===== src/rtl/arbitro_memoria_datos_pkg.sv =====
// Shared encodings for the data-memory arbiter: access sizes, FSM states,
// byte-lane constants and the alignment rule.
package arbitro_memoria_datos_pkg;

    typedef enum logic [1:0] {
        SIZE_BYTE    = 2'b00,
        SIZE_HALF    = 2'b01,
        SIZE_WORD    = 2'b10,
        SIZE_ILLEGAL = 2'b11
    } size_e;

    typedef enum logic [1:0] {
        ST_IDLE      = 2'b00,
        ST_ACCESS    = 2'b01,
        ST_READ_WAIT = 2'b10,
        ST_RESP      = 2'b11
    } state_e;

    localparam int NUM_LANES = 4;
    localparam int LANE_W    = 8;

    localparam logic [NUM_LANES-1:0] WEA_NONE    = 4'b0000;
    localparam logic [NUM_LANES-1:0] WEA_BYTE0   = 4'b0001;
    localparam logic [NUM_LANES-1:0] WEA_HALF_LO = 4'b0011;
    localparam logic [NUM_LANES-1:0] WEA_HALF_HI = 4'b1100;
    localparam logic [NUM_LANES-1:0] WEA_WORD    = 4'b1111;

    localparam logic PORT_P0 = 1'b0;
    localparam logic PORT_P1 = 1'b1;

    // A request that fails this never reaches the memory.
    function automatic logic is_misaligned(input size_e size, input logic [1:0] off);
        logic bad;
        case (size)
            SIZE_BYTE: bad = 1'b0;
            SIZE_HALF: bad = off[0];
            SIZE_WORD: bad = |off;
            default:   bad = 1'b1;
        endcase
        return bad;
    endfunction

endpackage


===== src/rtl/arbitro_memoria_datos_if.sv =====
// One requester port of the arbiter: request fields in, completion out.
interface arbitro_memoria_datos_if #(
    parameter int ADDR_W = 12,
    parameter int DATA_W = 32
) ();

    logic              req;
    logic              we;
    logic [1:0]        size;
    logic              sext;
    logic [ADDR_W+1:0] addr;
    logic [DATA_W-1:0] wdata;
    logic              ack;
    logic              err;
    logic [DATA_W-1:0] rdata;

    modport master (
        output req, we, size, sext, addr, wdata,
        input  ack, err, rdata
    );

    modport slave (
        input  req, we, size, sext, addr, wdata,
        output ack, err, rdata
    );

endinterface


===== src/rtl/arbitro_memoria_datos_alineador_carga.sv =====
// Load aligner: picks the addressed byte/half/word out of a memory word and
// zero- or sign-extends it to the full data width.
module alineador_carga
    import arbitro_memoria_datos_pkg::*;
#(
    parameter int DATA_W = 32
) (
    input  logic [DATA_W-1:0] douta_i,
    input  size_e             size_i,
    input  logic              sext_i,
    input  logic [1:0]        off_i,
    output logic [DATA_W-1:0] data_o
);

    logic [NUM_LANES-1:0][LANE_W-1:0] lanes;
    logic [LANE_W-1:0]                byte_sel;
    logic [2*LANE_W-1:0]              half_sel;

    generate
        for (genvar gi = 0; gi < NUM_LANES; gi++) begin : g_lane
            assign lanes[gi] = douta_i[gi*LANE_W +: LANE_W];
        end
    endgenerate

    always_comb begin
        byte_sel = lanes[off_i];
        half_sel = off_i[1] ? {lanes[3], lanes[2]} : {lanes[1], lanes[0]};
        case (size_i)
            SIZE_BYTE: data_o = {{(DATA_W-LANE_W){sext_i & byte_sel[LANE_W-1]}}, byte_sel};
            SIZE_HALF: data_o = {{(DATA_W-2*LANE_W){sext_i & half_sel[2*LANE_W-1]}}, half_sel};
            default:   data_o = douta_i;
        endcase
    end

endmodule


===== src/rtl/arbitro_memoria_datos.sv =====
// Round-robin arbiter giving the CPU MEM stage (p0) and the debug unit (p1)
// shared access to memoria_de_datos, one transaction at a time.
module arbitro_memoria_datos
    import arbitro_memoria_datos_pkg::*;
#(
    parameter int ADDR_W = 12,
    parameter int DATA_W = 32
) (
    input  logic                  clka,
    input  logic                  reset,
    arbitro_memoria_datos_if.slave p0,
    arbitro_memoria_datos_if.slave p1,
    output logic                  mem_ena,
    output logic [NUM_LANES-1:0]  mem_wea,
    output logic [ADDR_W-1:0]     mem_addra,
    output logic [DATA_W-1:0]     mem_dina,
    input  logic [DATA_W-1:0]     mem_douta
);

    state_e            state_q, state_d;
    logic              port_q, port_d;
    logic              last_q, last_d;
    logic              we_q, we_d;
    size_e             size_q, size_d;
    logic              sext_q, sext_d;
    logic [ADDR_W+1:0] addr_q, addr_d;
    logic [DATA_W-1:0] wdata_q, wdata_d;
    logic              err_q, err_d;
    logic [DATA_W-1:0] rdata0_q, rdata0_d;
    logic [DATA_W-1:0] rdata1_q, rdata1_d;

    logic              any_req;
    logic              gnt_port;
    logic              gnt_we;
    size_e             gnt_size;
    logic              gnt_sext;
    logic [ADDR_W+1:0] gnt_addr;
    logic [DATA_W-1:0] gnt_wdata;

    logic [NUM_LANES-1:0] st_wea;
    logic [DATA_W-1:0]    st_din;
    logic [DATA_W-1:0]    load_data;
    logic                 resp0, resp1;

    // On a tie the port that did not win last time gets the grant.
    always_comb begin
        any_req   = p0.req | p1.req;
        gnt_port  = (p0.req && p1.req) ? ~last_q : p1.req;
        gnt_we    = gnt_port ? p1.we    : p0.we;
        gnt_size  = size_e'(gnt_port ? p1.size : p0.size);
        gnt_sext  = gnt_port ? p1.sext  : p0.sext;
        gnt_addr  = gnt_port ? p1.addr  : p0.addr;
        gnt_wdata = gnt_port ? p1.wdata : p0.wdata;
    end

    always_comb begin
        case (size_q)
            SIZE_BYTE: st_wea = WEA_BYTE0 << addr_q[1:0];
            SIZE_HALF: st_wea = addr_q[1] ? WEA_HALF_HI : WEA_HALF_LO;
            SIZE_WORD: st_wea = WEA_WORD;
            default:   st_wea = WEA_NONE;
        endcase
    end

    // Store data is replicated so that whichever lanes are enabled see it.
    generate
        for (genvar gi = 0; gi < NUM_LANES; gi++) begin : g_st_lane
            assign st_din[gi*LANE_W +: LANE_W] =
                (size_q == SIZE_BYTE) ? wdata_q[LANE_W-1:0] :
                (size_q == SIZE_HALF) ? wdata_q[(gi%2)*LANE_W +: LANE_W] :
                                        wdata_q[gi*LANE_W +: LANE_W];
        end
    endgenerate

    alineador_carga #(
        .DATA_W (DATA_W)
    ) u_alineador_carga (
        .douta_i (mem_douta),
        .size_i  (size_q),
        .sext_i  (sext_q),
        .off_i   (addr_q[1:0]),
        .data_o  (load_data)
    );

    always_comb begin
        state_d  = state_q;
        port_d   = port_q;
        last_d   = last_q;
        we_d     = we_q;
        size_d   = size_q;
        sext_d   = sext_q;
        addr_d   = addr_q;
        wdata_d  = wdata_q;
        err_d    = err_q;
        rdata0_d = rdata0_q;
        rdata1_d = rdata1_q;
        unique case (state_q)
            ST_IDLE: begin
                if (any_req) begin
                    port_d  = gnt_port;
                    last_d  = gnt_port;
                    we_d    = gnt_we;
                    size_d  = gnt_size;
                    sext_d  = gnt_sext;
                    addr_d  = gnt_addr;
                    wdata_d = gnt_wdata;
                    err_d   = is_misaligned(gnt_size, gnt_addr[1:0]);
                    state_d = err_d ? ST_RESP : ST_ACCESS;
                end
            end
            ST_ACCESS: begin
                state_d = we_q ? ST_RESP : ST_READ_WAIT;
            end
            ST_READ_WAIT: begin
                if (port_q == PORT_P1) begin
                    rdata1_d = load_data;
                end else begin
                    rdata0_d = load_data;
                end
                state_d = ST_RESP;
            end
            ST_RESP: begin
                state_d = ST_IDLE;
            end
            default: begin
                state_d = ST_IDLE;
            end
        endcase
    end

    always_ff @(posedge clka) begin
        if (reset) begin
            state_q  <= ST_IDLE;
            port_q   <= PORT_P0;
            last_q   <= PORT_P1;
            we_q     <= 1'b0;
            size_q   <= SIZE_BYTE;
            sext_q   <= 1'b0;
            addr_q   <= '0;
            wdata_q  <= '0;
            err_q    <= 1'b0;
            rdata0_q <= '0;
            rdata1_q <= '0;
        end else begin
            state_q  <= state_d;
            port_q   <= port_d;
            last_q   <= last_d;
            we_q     <= we_d;
            size_q   <= size_d;
            sext_q   <= sext_d;
            addr_q   <= addr_d;
            wdata_q  <= wdata_d;
            err_q    <= err_d;
            rdata0_q <= rdata0_d;
            rdata1_q <= rdata1_d;
        end
    end

    // Memory strobes exist only during ACCESS; everything else idles at zero.
    always_comb begin
        mem_ena   = 1'b0;
        mem_wea   = WEA_NONE;
        mem_addra = '0;
        mem_dina  = '0;
        if (state_q == ST_ACCESS) begin
            mem_ena   = 1'b1;
            mem_addra = addr_q[ADDR_W+1:2];
            if (we_q) begin
                mem_wea  = st_wea;
                mem_dina = st_din;
            end
        end
    end

    assign resp0 = (state_q == ST_RESP) && (port_q == PORT_P0);
    assign resp1 = (state_q == ST_RESP) && (port_q == PORT_P1);

    assign p0.ack   = resp0;
    assign p0.err   = resp0 & err_q;
    assign p0.rdata = rdata0_q;
    assign p1.ack   = resp1;
    assign p1.err   = resp1 & err_q;
    assign p1.rdata = rdata1_q;

endmodule


===== src/flat_wrapper.sv =====
// flat-port wrapper written by rule: the top's interface ports become plain ports
module arbitro_memoria_datos_flat import arbitro_memoria_datos_pkg::*;
#(
    parameter int ADDR_W = 12,
    parameter int DATA_W = 32
)
  (clka, reset, mem_ena, mem_wea, mem_addra, mem_dina, mem_douta, p0_req, p0_we, p0_size, p0_sext, p0_addr, p0_wdata, p0_ack, p0_err, p0_rdata, p1_req, p1_we, p1_size, p1_sext, p1_addr, p1_wdata, p1_ack, p1_err, p1_rdata);
  arbitro_memoria_datos_if #(.ADDR_W(ADDR_W), .DATA_W(DATA_W)) p0_i ();
  arbitro_memoria_datos_if #(.ADDR_W(ADDR_W), .DATA_W(DATA_W)) p1_i ();
  input  logic clka;
  input  logic reset;
  output logic mem_ena;
  output logic [NUM_LANES-1:0] mem_wea;
  output logic [ADDR_W-1:0] mem_addra;
  output logic [DATA_W-1:0] mem_dina;
  input  logic [DATA_W-1:0] mem_douta;
  input wire logic [$bits(p0_i.req)-1:0] p0_req;
  input wire logic [$bits(p0_i.we)-1:0] p0_we;
  input wire logic [$bits(p0_i.size)-1:0] p0_size;
  input wire logic [$bits(p0_i.sext)-1:0] p0_sext;
  input wire logic [$bits(p0_i.addr)-1:0] p0_addr;
  input wire logic [$bits(p0_i.wdata)-1:0] p0_wdata;
  output wire logic [$bits(p0_i.ack)-1:0] p0_ack;
  output wire logic [$bits(p0_i.err)-1:0] p0_err;
  output wire logic [$bits(p0_i.rdata)-1:0] p0_rdata;
  input wire logic [$bits(p1_i.req)-1:0] p1_req;
  input wire logic [$bits(p1_i.we)-1:0] p1_we;
  input wire logic [$bits(p1_i.size)-1:0] p1_size;
  input wire logic [$bits(p1_i.sext)-1:0] p1_sext;
  input wire logic [$bits(p1_i.addr)-1:0] p1_addr;
  input wire logic [$bits(p1_i.wdata)-1:0] p1_wdata;
  output wire logic [$bits(p1_i.ack)-1:0] p1_ack;
  output wire logic [$bits(p1_i.err)-1:0] p1_err;
  output wire logic [$bits(p1_i.rdata)-1:0] p1_rdata;
  assign p0_i.req = p0_req;
  assign p0_i.we = p0_we;
  assign p0_i.size = p0_size;
  assign p0_i.sext = p0_sext;
  assign p0_i.addr = p0_addr;
  assign p0_i.wdata = p0_wdata;
  assign p0_ack = p0_i.ack;
  assign p0_err = p0_i.err;
  assign p0_rdata = p0_i.rdata;
  assign p1_i.req = p1_req;
  assign p1_i.we = p1_we;
  assign p1_i.size = p1_size;
  assign p1_i.sext = p1_sext;
  assign p1_i.addr = p1_addr;
  assign p1_i.wdata = p1_wdata;
  assign p1_ack = p1_i.ack;
  assign p1_err = p1_i.err;
  assign p1_rdata = p1_i.rdata;
  arbitro_memoria_datos #(.ADDR_W(ADDR_W), .DATA_W(DATA_W)) u_core (.clka(clka), .reset(reset), .p0(p0_i), .p1(p1_i), .mem_ena(mem_ena), .mem_wea(mem_wea), .mem_addra(mem_addra), .mem_dina(mem_dina), .mem_douta(mem_douta));
endmodule

===== config.mk =====
export PLATFORM = sky130hd
export DESIGN_NAME = arbitro_memoria_datos_flat
export DESIGN_NICKNAME = d
export VERILOG_FILES = /design/src/rtl/arbitro_memoria_datos_pkg.sv /design/src/rtl/arbitro_memoria_datos_if.sv /design/src/rtl/arbitro_memoria_datos_alineador_carga.sv /design/src/rtl/arbitro_memoria_datos.sv /design/src/flat_wrapper.sv
export SDC_FILE = /design/constraint.sdc
export NUM_CORES = 1
export LEC_CHECK = 0
export CORE_ASPECT_RATIO = 1.2
export CORE_MARGIN = 8
export CORE_UTILIZATION = 43
export DETAILED_ROUTE_END_ITERATION = 12
export PLACE_DENSITY = 0.93
export SYNTH_ARGS = -nofsm -noshare
export SYNTH_HDL_FRONTEND = slang
export SYNTH_SLANG_ARGS = --single-unit
export TNS_END_PERCENT = 20

===== constraint.sdc =====
create_clock -name clka -period 1.8 [get_ports clka]
set_input_delay 0.36 -clock clka [delete_from_list [all_inputs] [get_ports clka]]
set_output_delay 0.36 -clock clka [all_outputs]
set_load 0.01 [all_outputs]

Yosys cells after proc, flatten, opt, wreduce, memory -nomap -nowiden
Cells that the tools add are included.

word-level totals
  register bits = 119
  input bits = 136
  output and inout bits = 117
  logic and storage cells = 68

operators by class
  order comparisons = 1
  equal/unequal tests = 8
  shift-type cells = 1
  multiplexer cells = 30
  bitwise logic cells = 7
  reduce and logical (&&, ||, !) cells = 10

operators by type and width
  operator                                                               count
  32-bit two-way mux                                                     3
  32-bit case mux with 2 select lines                                    1
  8-bit two-way mux                                                      6
  8-bit binary-select mux with 2-bit select                              1
  16-bit two-way mux                                                     1
  14-bit two-way mux                                                     1
  12-bit two-way mux                                                     1
  4-bit two-way mux                                                      3
  4-bit case mux with 3 select lines                                     1
  2-bit == test (second input constant)                                  4
  2-bit case mux with 4 select lines                                     1
  1-bit two-way mux                                                      7
  2-bit by 1-bit == test with 1-bit output (second input constant)       3
  2-bit zero test                                                        3
  2-bit two-way mux                                                      3
  2-bit AND reduction                                                    3
  1-bit bitwise AND                                                      4
  1-bit by 2-bit << shifter with 4-bit output (first input constant)     1
  1-bit logical AND                                                      3
  2-bit by 3-bit < comparator with 1-bit output (second input constant)  1
  1-bit case mux with 3 select lines                                     1
  2-bit by 1-bit != test with 1-bit output (second input constant)       1
  1-bit NOT                                                              2
  2-bit OR reduction                                                     1
  1-bit OR                                                               1

Depth between registers and ports, before layout
Gate-level depths: netlist of run 1.

  depth in word-level cells = 10
  mapped depth = 8

Cells and area by module
Synthesis of run 1 repeated with hierarchy kept, for this count alone.

unflattened totals
  cells, all modules = 810
  area, all modules = 6024.5 µm²

by module, submodules not included
  module                 times used  cells each  area each (µm²)  seq. area each (µm²)
  arbitro_memoria_datos  1           717         5317.6           2382.3
  alineador_carga        1           93          706.9            0.0

Worst setup path before layout of run 1
OpenSTA, ideal clock, no wires.

  kind = register -> output
  start point = register u_core.state_q[1]
  end point = output port mem_dina[16]
  arrival = 1304 ps
  path slack = 136 ps
  stages on the path, launching flop included = 6
  buffers on the path = 1
  cell sequence = dfxtp_1 > inv_1 > ha_1 > nand2_1 > clkbuf_1 > nor2_1

between the ends
  cells in the longest elaborated chain, start to end = 2

RTL lines
  element                                   line                          RTL
  start, declared                           arbitro_memoria_datos.sv:20   state_e state_q, state_d;
  start signal, assigned                    arbitro_memoria_datos.sv:145  state_q <= state_d;
  2-bit by 1-bit == test with 1-bit output  arbitro_memoria_datos.sv:165  if (state_q == ST_ACCESS) begin
  32-bit two-way mux                        arbitro_memoria_datos.sv:165
  end, declared                             flat_wrapper.sv:15            output logic [DATA_W-1:0] mem_dina;

No other way between the ends.

Worst setup path in the final report of run 1
  start point = register u_core.size_q[0]
  end point = output port mem_dina[24]

between the ends
  cells in the longest elaborated chain, start to end = 5
  elaborated cells between the ends (all ways) = 6

RTL lines
  element                                   line                          RTL
  start, declared                           arbitro_memoria_datos.sv:24   size_e size_q, size_d;
  start signal, assigned                    arbitro_memoria_datos.sv:149  size_q <= size_d;
  2-bit by 1-bit == test with 1-bit output  --
  8-bit two-way mux                         arbitro_memoria_datos.sv:70   (size_q == SIZE_HALF) ? wdata_q[(gi%2)*LANE_W +: LANE_W] :
  8-bit two-way mux (*)                     arbitro_memoria_datos.sv:69   (size_q == SIZE_BYTE) ? wdata_q[LANE_W-1:0] :
  32-bit two-way mux (*)                    arbitro_memoria_datos.sv:168  if (we_q) begin
  32-bit two-way mux (*)                    arbitro_memoria_datos.sv:165

Every way passes the cells marked *; elsewhere a longest branch is shown, timed or not.

==> results of run 1 <==
==> metrics by stage <==
| step | hold slack (ns) | TNS (ns) | setup WS (ns) | cells | power (mW) |
|---|---|---|---|---|---|
| floorplan | 0.4737 | 0 | 0.1360 | 687 | 6.967 |
| global placement | 0.4548 | -9.432 | -0.1898 | 1112 | 9.580 |
| detailed placement | 0.4631 | -12.60 | -0.2227 | 1112 | 9.773 |
| CTS | 0.4161 | -1.878 | -0.1735 | 1149 | 13.29 |
| global route | 0.4414 | -5.126 | -0.2203 | 1156 | 14.23 |
| finish | 0.4275 | -2.351 | -0.1267 | 1156 | 13.51 |
==> logic make-up after synthesis <==
kind of cell	after synthesis	share of synthesized area, %
muxes	70	12.27
AOI/OAI and AO/OA	227	24.52
DFF	119	40.77
buffers and inverters	63	5.268
and+or+nand+nor	204	16.32
adders and majority gates	4	0.8566
==> timing repair <==
item                                    4_1_cts  5_1_grt
setup buffers                                 4        7
resized for setup                           234       37
endpoints found under the setup margin       57       74
gates cloned                                  1        0
hold buffers                                  0        0
pin swaps                                     0       10
==> state kept, by name (all words and copies together) (netlist names) <==
signal / cells
u_core.p1.rdata: 32
u_core.port_q: 1
u_core.size_q: 2
u_core.err_q: 1
u_core.last_q: 1
u_core.p0.rdata: 32
u_core.we_q: 1
u_core.wdata_q: 32
u_core.sext_q: 1
u_core.addr_q: 14
u_core.state_q: 2
==> area by class of cell <==
type / instances / area share [%]
inverters: 6 / 0.2345
multi-input cells: 505 / 34.26
well taps: 168 / 2.189
repair buffers: 326 / 32.32
clock buffers: 20 / 4.859
flip-flops and latches: 119 / 24.92
clock inverters: 12 / 1.212
==> final timing paths <==
check | slack (ns) | cells after the start | start | to
worst min register to register | 0.47 | 2 | u_core.p0.rdata[7]$_SDFFE_PP0P_ | u_core.p0.rdata[7]$_SDFFE_PP0P_
worst max register to register | 0.03 | 7 | u_core.size_q[1]$_SDFFE_PP0P_ | u_core.p1.rdata[0]$_SDFFE_PP0P_
worst max-delay path | -0.13 | 7 | u_core.size_q[0]$_SDFFE_PP0P_ | mem_dina[24]
worst min-delay path | 0.43 | 3 | reset | u_core.size_q[0]$_SDFFE_PP0P_
==> tightest hold or removal path: cells and delay by family <==
family          cells  cell delay [ns]
compound gates      1             0.06
buf+inv             2             0.36
==> report_power, final <==
group / internal, mW / switching, mW
clock network: 2.03 / 1.30
registers: 3.45 / 0.679
logic: 3.03 / 3.02
==> cells in the mapped netlist (3+ instances only) <==
cell type  instances  share of area, %
a211oi_1          51               6.6
a21boi_0           8               1.0
a21oi_1           66               5.7
a21oi_2            7               1.0
a2bb2oi_1          7               1.0
and2_1            15               1.6
and3_1            10               1.1
buf_1              3              0.19
buf_2             18               1.5
buf_4              7              0.90
buf_6              3              0.58
clkbuf_1          26               1.7
dfxtp_1          119                41
ha_1               4              0.86
inv_1              6              0.39
mux2i_1           68                12
nand2_1           64               4.1
nand2b_1          10               1.1
nand3_1            7              0.60
nor2_1            78               5.0
nor2b_1            4              0.43
o2111ai_1          3              0.45
o21a_1             3              0.39
o21ai_0           52               4.5
o221ai_1           9               1.3
o22ai_1           15               1.6
==> per-layer routing <==
layer	wire [um]	track usage (%)
met1	8301	27.00
met2	11640	44.41
met3	2083	7.106
met4	711	9.961
met5	0	0
==> flow_results.xml, run 1 <==
<?xml version="1.0" encoding="UTF-8"?>
<metrics>
  <group name="placement">
    <metric name="gp_routability_congestion" unit="">0.8655</metric>
    <metric name="post-dp-hpwl" unit="um">16940</metric>
    <metric name="instance_area_after_placement" unit="mm2">0.008944</metric>
    <metric name="numPortBuffers" unit="">252</metric>
  </group>
  <group name="global_route">
    <metric name="grt_overflow_total" unit="">0</metric>
    <metric name="grt_pass1_wl" unit="um">34650</metric>
    <metric name="antenna_found_initial" unit="">0</metric>
    <metric name="grt_pass1_vias" unit="">6641</metric>
    <metric name="grt_start_max_net_pins" unit="">69</metric>
    <metric name="grt.total_usage" unit="%">24.90</metric>
  </group>
  <group name="detailed_routing">
    <metric name="via_count" unit="">6555</metric>
    <metric name="routed_wl" unit="um">22730</metric>
    <metric name="final_antenna_net_count" unit="">0</metric>
    <metric name="post-route-drc-count" unit="">0</metric>
    <metric name="drt_first_iter_violations" unit="">727</metric>
    <metric name="drt-pass1-iter-count" unit="">6</metric>
    <metric name="vias_per_cell" unit="">5.670</metric>
    <metric name="average_detailed_routed_wire_length_per_instance" unit="um">19.67</metric>
  </group>
  <group name="floorplanning">
    <metric name="floorplan.rows" unit="">46</metric>
    <metric name="floorplan.die_area" unit="mm2">0.01759</metric>
    <metric name="floorplan.die.width" unit="um">122.4</metric>
    <metric name="initial_utilization" unit="%">44.14</metric>
    <metric name="floorplan_core_area" unit="mm2">0.01324</metric>
    <metric name="dieHeight" unit="um">143.7</metric>
    <metric name="io_pins" unit="">253</metric>
  </group>
  <group name="layout">
    <metric name="design.final.nets" unit="">1115</metric>
    <metric name="multi_input_area" unit="mm2">0.003291</metric>
    <metric name="final.fill_count" unit="">976</metric>
    <metric name="fraction_of_final_layout_cells_sized_beyond_drive_strength_1" unit="%">20.65</metric>
    <metric name="finalCoreUtilization" unit="%">72.55</metric>
    <metric name="area_growth" unit="%">64.37</metric>
    <metric name="layout_commonest_cell" unit="">clkdlybuf4s50_1</metric>
    <metric name="regArea" unit="mm2">0.002394</metric>
    <metric name="postLayoutCellArea" unit="mm2">0.009604</metric>
    <metric name="mostFrequentLayoutCells" unit="">clkdlybuf4s50_1, dfxtp_1, nor2_1</metric>
    <metric name="insertedDiodeCount" unit="">0</metric>
  </group>
  <group name="worst_setup_path">
    <metric name="worstSetupEndpointType" unit="">output pin</metric>
    <metric name="crit_path_top_delay_cell" unit="">dfxtp_4</metric>
    <metric name="critPathBufInv" unit="">3</metric>
    <metric name="cp_top_family" unit="">flip-flops</metric>
    <metric name="worst_setup_path_start_kind" unit="">flip-flop</metric>
    <metric name="critical_path_peak_fanout" unit="">6</metric>
    <metric name="crit_path_max_incr_delay" unit="ns">0.38</metric>
    <metric name="critical_path.cell_chain" unit="">buf_6, buf_6, mux2i_1, nor2_1, a21oi_1, nor2_1, buf_2</metric>
    <metric name="critPathRequiredTime" unit="ns">1.44</metric>
    <metric name="crit_type" unit="">reg2out</metric>
    <metric name="arrival" unit="ns">1.57</metric>
  </group>
  <group name="clocking">
    <metric name="cts_inserted_buffers" unit="">17</metric>
    <metric name="h-tree-depth" unit="">4</metric>
    <metric name="cts.sink_count" unit="">119</metric>
    <metric name="clk_pin_slew" unit="ns">0.06</metric>
    <metric name="cts_tree" unit="">built</metric>
    <metric name="clock_tree.root_cell" unit="">clkbuf_16</metric>
    <metric name="cts_buffer_depth" unit="">2</metric>
    <metric name="clock_network_latency_to_the_later_pin_of_the_worst_skew_pair" unit="ns">0.41</metric>
  </group>
  <group name="outcome">
    <metric name="violations" unit="">negative setup slack</metric>
    <metric name="outcome" unit="">complete, but fails checks</metric>
  </group>
  <group name="yosys">
    <metric name="ys_types" unit="">44</metric>
    <metric name="yosys_warning_total" unit="">0</metric>
    <metric name="synth_area_per_cell" unit="um2">8.505</metric>
    <metric name="synth.cell_area" unit="mm2">0.005843</metric>
    <metric name="postSynth.asyncResetShare" unit="%">0</metric>
    <metric name="yosysSeqAreaShare" unit="%">40.77</metric>
    <metric name="number_of_storage_elements_in_the_synthesis_netlist" unit="">119</metric>
    <metric name="syn-num-nets" unit="">827</metric>
    <metric name="synth_enable_flop_cells" unit="">0</metric>
    <metric name="flip_flop_cell_with_the_highest_count_after_synthesis" unit="">dfxtp_1</metric>
    <metric name="syn-instance-count" unit="">687</metric>
  </group>
  <group name="sta">
    <metric name="max_freq" unit="MHz">519.0</metric>
    <metric name="hold_violations" unit="">0</metric>
    <metric name="slew_headroom" unit="%">71.33</metric>
    <metric name="setup_violations" unit="">38</metric>
    <metric name="min_period_over_period" unit="%">107.0</metric>
    <metric name="setup_slack" unit="ns">-0.1267</metric>
    <metric name="worst_slew_pin_slew" unit="ns">0.4301</metric>
    <metric name="final.setup_skew" unit="ns">0.01001</metric>
    <metric name="rsz_0062_raised_after_global_routing" unit="">yes</metric>
    <metric name="layout_min_cycle_time" unit="ns">1.927</metric>
    <metric name="maxSlewViolCount" unit="">0</metric>
  </group>
  <group name="hold_path">
    <metric name="hp-class" unit="">in2reg</metric>
  </group>
  <group name="flow_run">
    <metric name="maxCapViolations" unit="">0</metric>
  </group>
  <group name="pwr">
    <metric name="vdd.ir_drop.worst" unit="mV">0.8808</metric>
    <metric name="power.density" unit="mW/mm2">1407</metric>
    <metric name="p_leak" unit="nW">3.842</metric>
  </group>
</metrics>
No activity file was read; power rests on OpenSTA's default activity.
==> run 2: changes to the inputs <==
Settings changed: RECOVER_POWER set to 100.
==> run 2 against run 1 <==
Worst hold slack improved by 0.00081 ns. Sequential power about the same. The run still ends with negative setup slack left. Via count about the same. Fmax increased by 0.21%. Critical path depth unchanged. Sequential share of layout area increased by 0.20 points. Design area decreased by 0.85%. Power decreased by 2.1%. Core utilization decreased by 0.61 points. Routed wire length about the same.
==> flow_results.xml, run 2 (synthesis results as in run 1) <==
<?xml version="1.0" encoding="UTF-8"?>
<metrics>
  <group name="sta">
    <metric name="setup_violations" unit="">91</metric>
    <metric name="setup_slack" unit="ns">-0.1226</metric>
    <metric name="worst_slew_pin_slew" unit="ns">0.4271</metric>
    <metric name="max_freq" unit="MHz">520.1</metric>
    <metric name="hold_violations" unit="">0</metric>
    <metric name="slew_headroom" unit="%">71.53</metric>
    <metric name="min_period_over_period" unit="%">106.8</metric>
    <metric name="rsz_0062_raised_after_global_routing" unit="">yes</metric>
    <metric name="final.setup_skew" unit="ns">0.008799</metric>
    <metric name="layout_min_cycle_time" unit="ns">1.923</metric>
    <metric name="holdWs" unit="ns">0.4283</metric>
    <metric name="maxSlewViolCount" unit="">0</metric>
  </group>
  <group name="global_route">
    <metric name="grt_start_max_net_pins" unit="">69</metric>
    <metric name="antenna_found_initial" unit="">0</metric>
    <metric name="grt_overflow_total" unit="">0</metric>
    <metric name="grt_use_met3" unit="%">7.106</metric>
    <metric name="met2_grt_util" unit="%">44.41</metric>
    <metric name="grt_pass1_vias" unit="">6641</metric>
    <metric name="busiest_layer" unit="">met2</metric>
    <metric name="grt_pass1_wl" unit="um">34650</metric>
    <metric name="grt.total_usage" unit="%">24.90</metric>
    <metric name="gr-usage-met1" unit="%">27.00</metric>
  </group>
  <group name="detailed_routing">
    <metric name="final_antenna_net_count" unit="">0</metric>
    <metric name="via_count" unit="">6552</metric>
    <metric name="vias_per_cell" unit="">5.668</metric>
    <metric name="drt-pass1-iter-count" unit="">5</metric>
    <metric name="routed_wl" unit="um">22720</metric>
    <metric name="drt_first_iter_violations" unit="">650</metric>
    <metric name="post-route-drc-count" unit="">0</metric>
    <metric name="average_detailed_routed_wire_length_per_instance" unit="um">19.65</metric>
  </group>
  <group name="worst_setup_path">
    <metric name="critical_path_peak_fanout" unit="">6</metric>
    <metric name="crit_path_max_incr_delay" unit="ns">0.38</metric>
    <metric name="crit_path_depth" unit="">7</metric>
    <metric name="rr_worst_depth" unit="">5</metric>
    <metric name="critical_path.cell_chain" unit="">buf_6, buf_6, mux2i_1, nor2_1, a21oi_1, nor2_1, buf_2</metric>
    <metric name="worstSetupEndpointType" unit="">output pin</metric>
    <metric name="crit_path_top_delay_cell" unit="">dfxtp_4</metric>
    <metric name="arrival" unit="ns">1.56</metric>
    <metric name="critPathRequiredTime" unit="ns">1.44</metric>
    <metric name="cp_top_family" unit="">flip-flops</metric>
    <metric name="timing.reg2reg.setup_slack" unit="ns">-0.07</metric>
    <metric name="crit_type" unit="">reg2out</metric>
    <metric name="critPathBufInv" unit="">3</metric>
    <metric name="worst_setup_path_start_kind" unit="">flip-flop</metric>
  </group>
  <group name="floorplanning">
    <metric name="floorplan.die.width" unit="um">122.4</metric>
    <metric name="dieHeight" unit="um">143.7</metric>
    <metric name="floorplan.rows" unit="">46</metric>
    <metric name="floorplan.die_area" unit="mm2">0.01759</metric>
    <metric name="initial_utilization" unit="%">44.14</metric>
    <metric name="floorplan_core_area" unit="mm2">0.01324</metric>
    <metric name="io_pins" unit="">253</metric>
  </group>
  <group name="clocking">
    <metric name="cts_inserted_buffers" unit="">17</metric>
    <metric name="cts_tree" unit="">built</metric>
    <metric name="h-tree-depth" unit="">4</metric>
    <metric name="clock_network_latency_to_the_later_pin_of_the_worst_skew_pair" unit="ns">0.40</metric>
    <metric name="clock_tree.root_cell" unit="">clkbuf_16</metric>
    <metric name="cts.sink_count" unit="">119</metric>
    <metric name="clk_pin_slew" unit="ns">0.06</metric>
    <metric name="ctsHoldBuffers" unit="">0</metric>
    <metric name="cts_buffer_depth" unit="">2</metric>
  </group>
  <group name="pwr">
    <metric name="power.switching" unit="mW">4.951</metric>
    <metric name="p_int" unit="mW">8.274</metric>
    <metric name="power_frac_clock" unit="%">25.1</metric>
    <metric name="power.density" unit="mW/mm2">1389</metric>
    <metric name="comb_power_share" unit="%">43.8</metric>
    <metric name="share_seq_of_total_power" unit="%">31.1</metric>
    <metric name="power.switching_fraction" unit="%">37.44</metric>
    <metric name="vdd.ir_drop.worst" unit="mV">0.8698</metric>
    <metric name="p_leak" unit="nW">3.988</metric>
  </group>
  <group name="placement">
    <metric name="placement.setup.worst_slack" unit="ns">-0.2227</metric>
    <metric name="post-dp-hpwl" unit="um">16940</metric>
    <metric name="gp_routability_congestion" unit="">0.8655</metric>
    <metric name="numPortBuffers" unit="">252</metric>
  </group>
  <group name="outcome">
    <metric name="outcome" unit="">complete, but fails checks</metric>
    <metric name="violations" unit="">negative setup slack</metric>
  </group>
  <group name="layout">
    <metric name="multi_input_area" unit="mm2">0.003283</metric>
    <metric name="fraction_of_final_layout_cells_sized_beyond_drive_strength_1" unit="%">20.14</metric>
    <metric name="final.fill_count" unit="">988</metric>
    <metric name="mostFrequentLayoutCells" unit="">clkdlybuf4s50_1, dfxtp_1, nor2_1</metric>
    <metric name="regArea" unit="mm2">0.002392</metric>
    <metric name="layout_commonest_cell" unit="">clkdlybuf4s50_1</metric>
    <metric name="area_growth" unit="%">62.98</metric>
    <metric name="insertedDiodeCount" unit="">0</metric>
    <metric name="design.final.nets" unit="">1115</metric>
    <metric name="finalCoreUtilization" unit="%">71.94</metric>
  </group>
  <group name="hold_path">
    <metric name="hp-class" unit="">in2reg</metric>
    <metric name="min_path_cells" unit="">3</metric>
  </group>
  <group name="flow_run">
    <metric name="maxCapViolations" unit="">0</metric>
  </group>
</metrics>
## run 2: metal layers
metal | share of wire [%] | vias up
met5 | 0 | -
li1 | - | 3057
met4 | 3.3 | 0
met2 | 51 | 388
met1 | 36 | 3041
met3 | 9.4 | 66
## run 2: power by group through the flow
stage          combinational (mW)  sequential, mW  clock, mW
6_report                     5.79            4.11       3.32
5_1_grt                      6.26            4.20       3.49
4_1_cts                      5.82            4.11       3.36
3_5_place_dp                 5.66            4.12          0
3_3_place_gp                 5.50            4.08          0
2_1_floorplan                2.96            4.01          0
## run 2: area by class of cell
type | instances | share of cell area, %
inverters | 6 | 0.2365
flip-flops and latches | 119 | 25.12
repair buffers | 326 | 31.84
well taps | 168 | 2.207
multi-input cells | 505 | 34.48
clock inverters | 12 | 1.222
clock buffers | 20 | 4.901
## run 2: per-stage QoR
| step | TNS (ns) | total power, mW | std cells | area [um2] |
|---|---|---|---|---|
| final | -3.899 | 13.23 | 1156 | 9523 |
| after detailed placement | -12.60 | 9.773 | 1112 | 8944 |
| after floorplan | 0 | 6.967 | 687 | 5843 |
| after CTS | -1.878 | 13.29 | 1149 | 9439 |
| after global routing | -12.36 | 13.95 | 1156 | 9523 |
| after global placement | -9.432 | 9.580 | 1112 | 8944 |
## run 2: worst paths after layout
path | start | to
max | u_core.size_q[0]$_SDFFE_PP0P_ | mem_dina[24]
max reg2reg | u_core.addr_q[1]$_SDFFE_PP0P_ | u_core.p1.rdata[9]$_SDFFE_PP0P_
min reg2reg | u_core.p0.rdata[7]$_SDFFE_PP0P_ | u_core.p0.rdata[7]$_SDFFE_PP0P_
min | reset | u_core.p1.rdata[7]$_SDFFE_PP0P_
## run 2: worst register-to-register path, delay by kind of cell, from the launching register on
| kind | cells | cell delay (ns) |
|---|---|---|
| flops | 1 | 0.37 |
| compound gates | 1 | 0.10 |
| mux | 1 | 0.55 |
| buf+inv | 1 | 0.33 |
| simple gates | 2 | 0.40 |
## run 2: timing repair
item / 4_1_cts / 5_1_grt
gates cloned: 1 / 0
pin swaps: 0 / 10
buffers inserted: 4 / 7
gates resized for setup: 234 / 37
setup endpoints to repair: 57 / 74
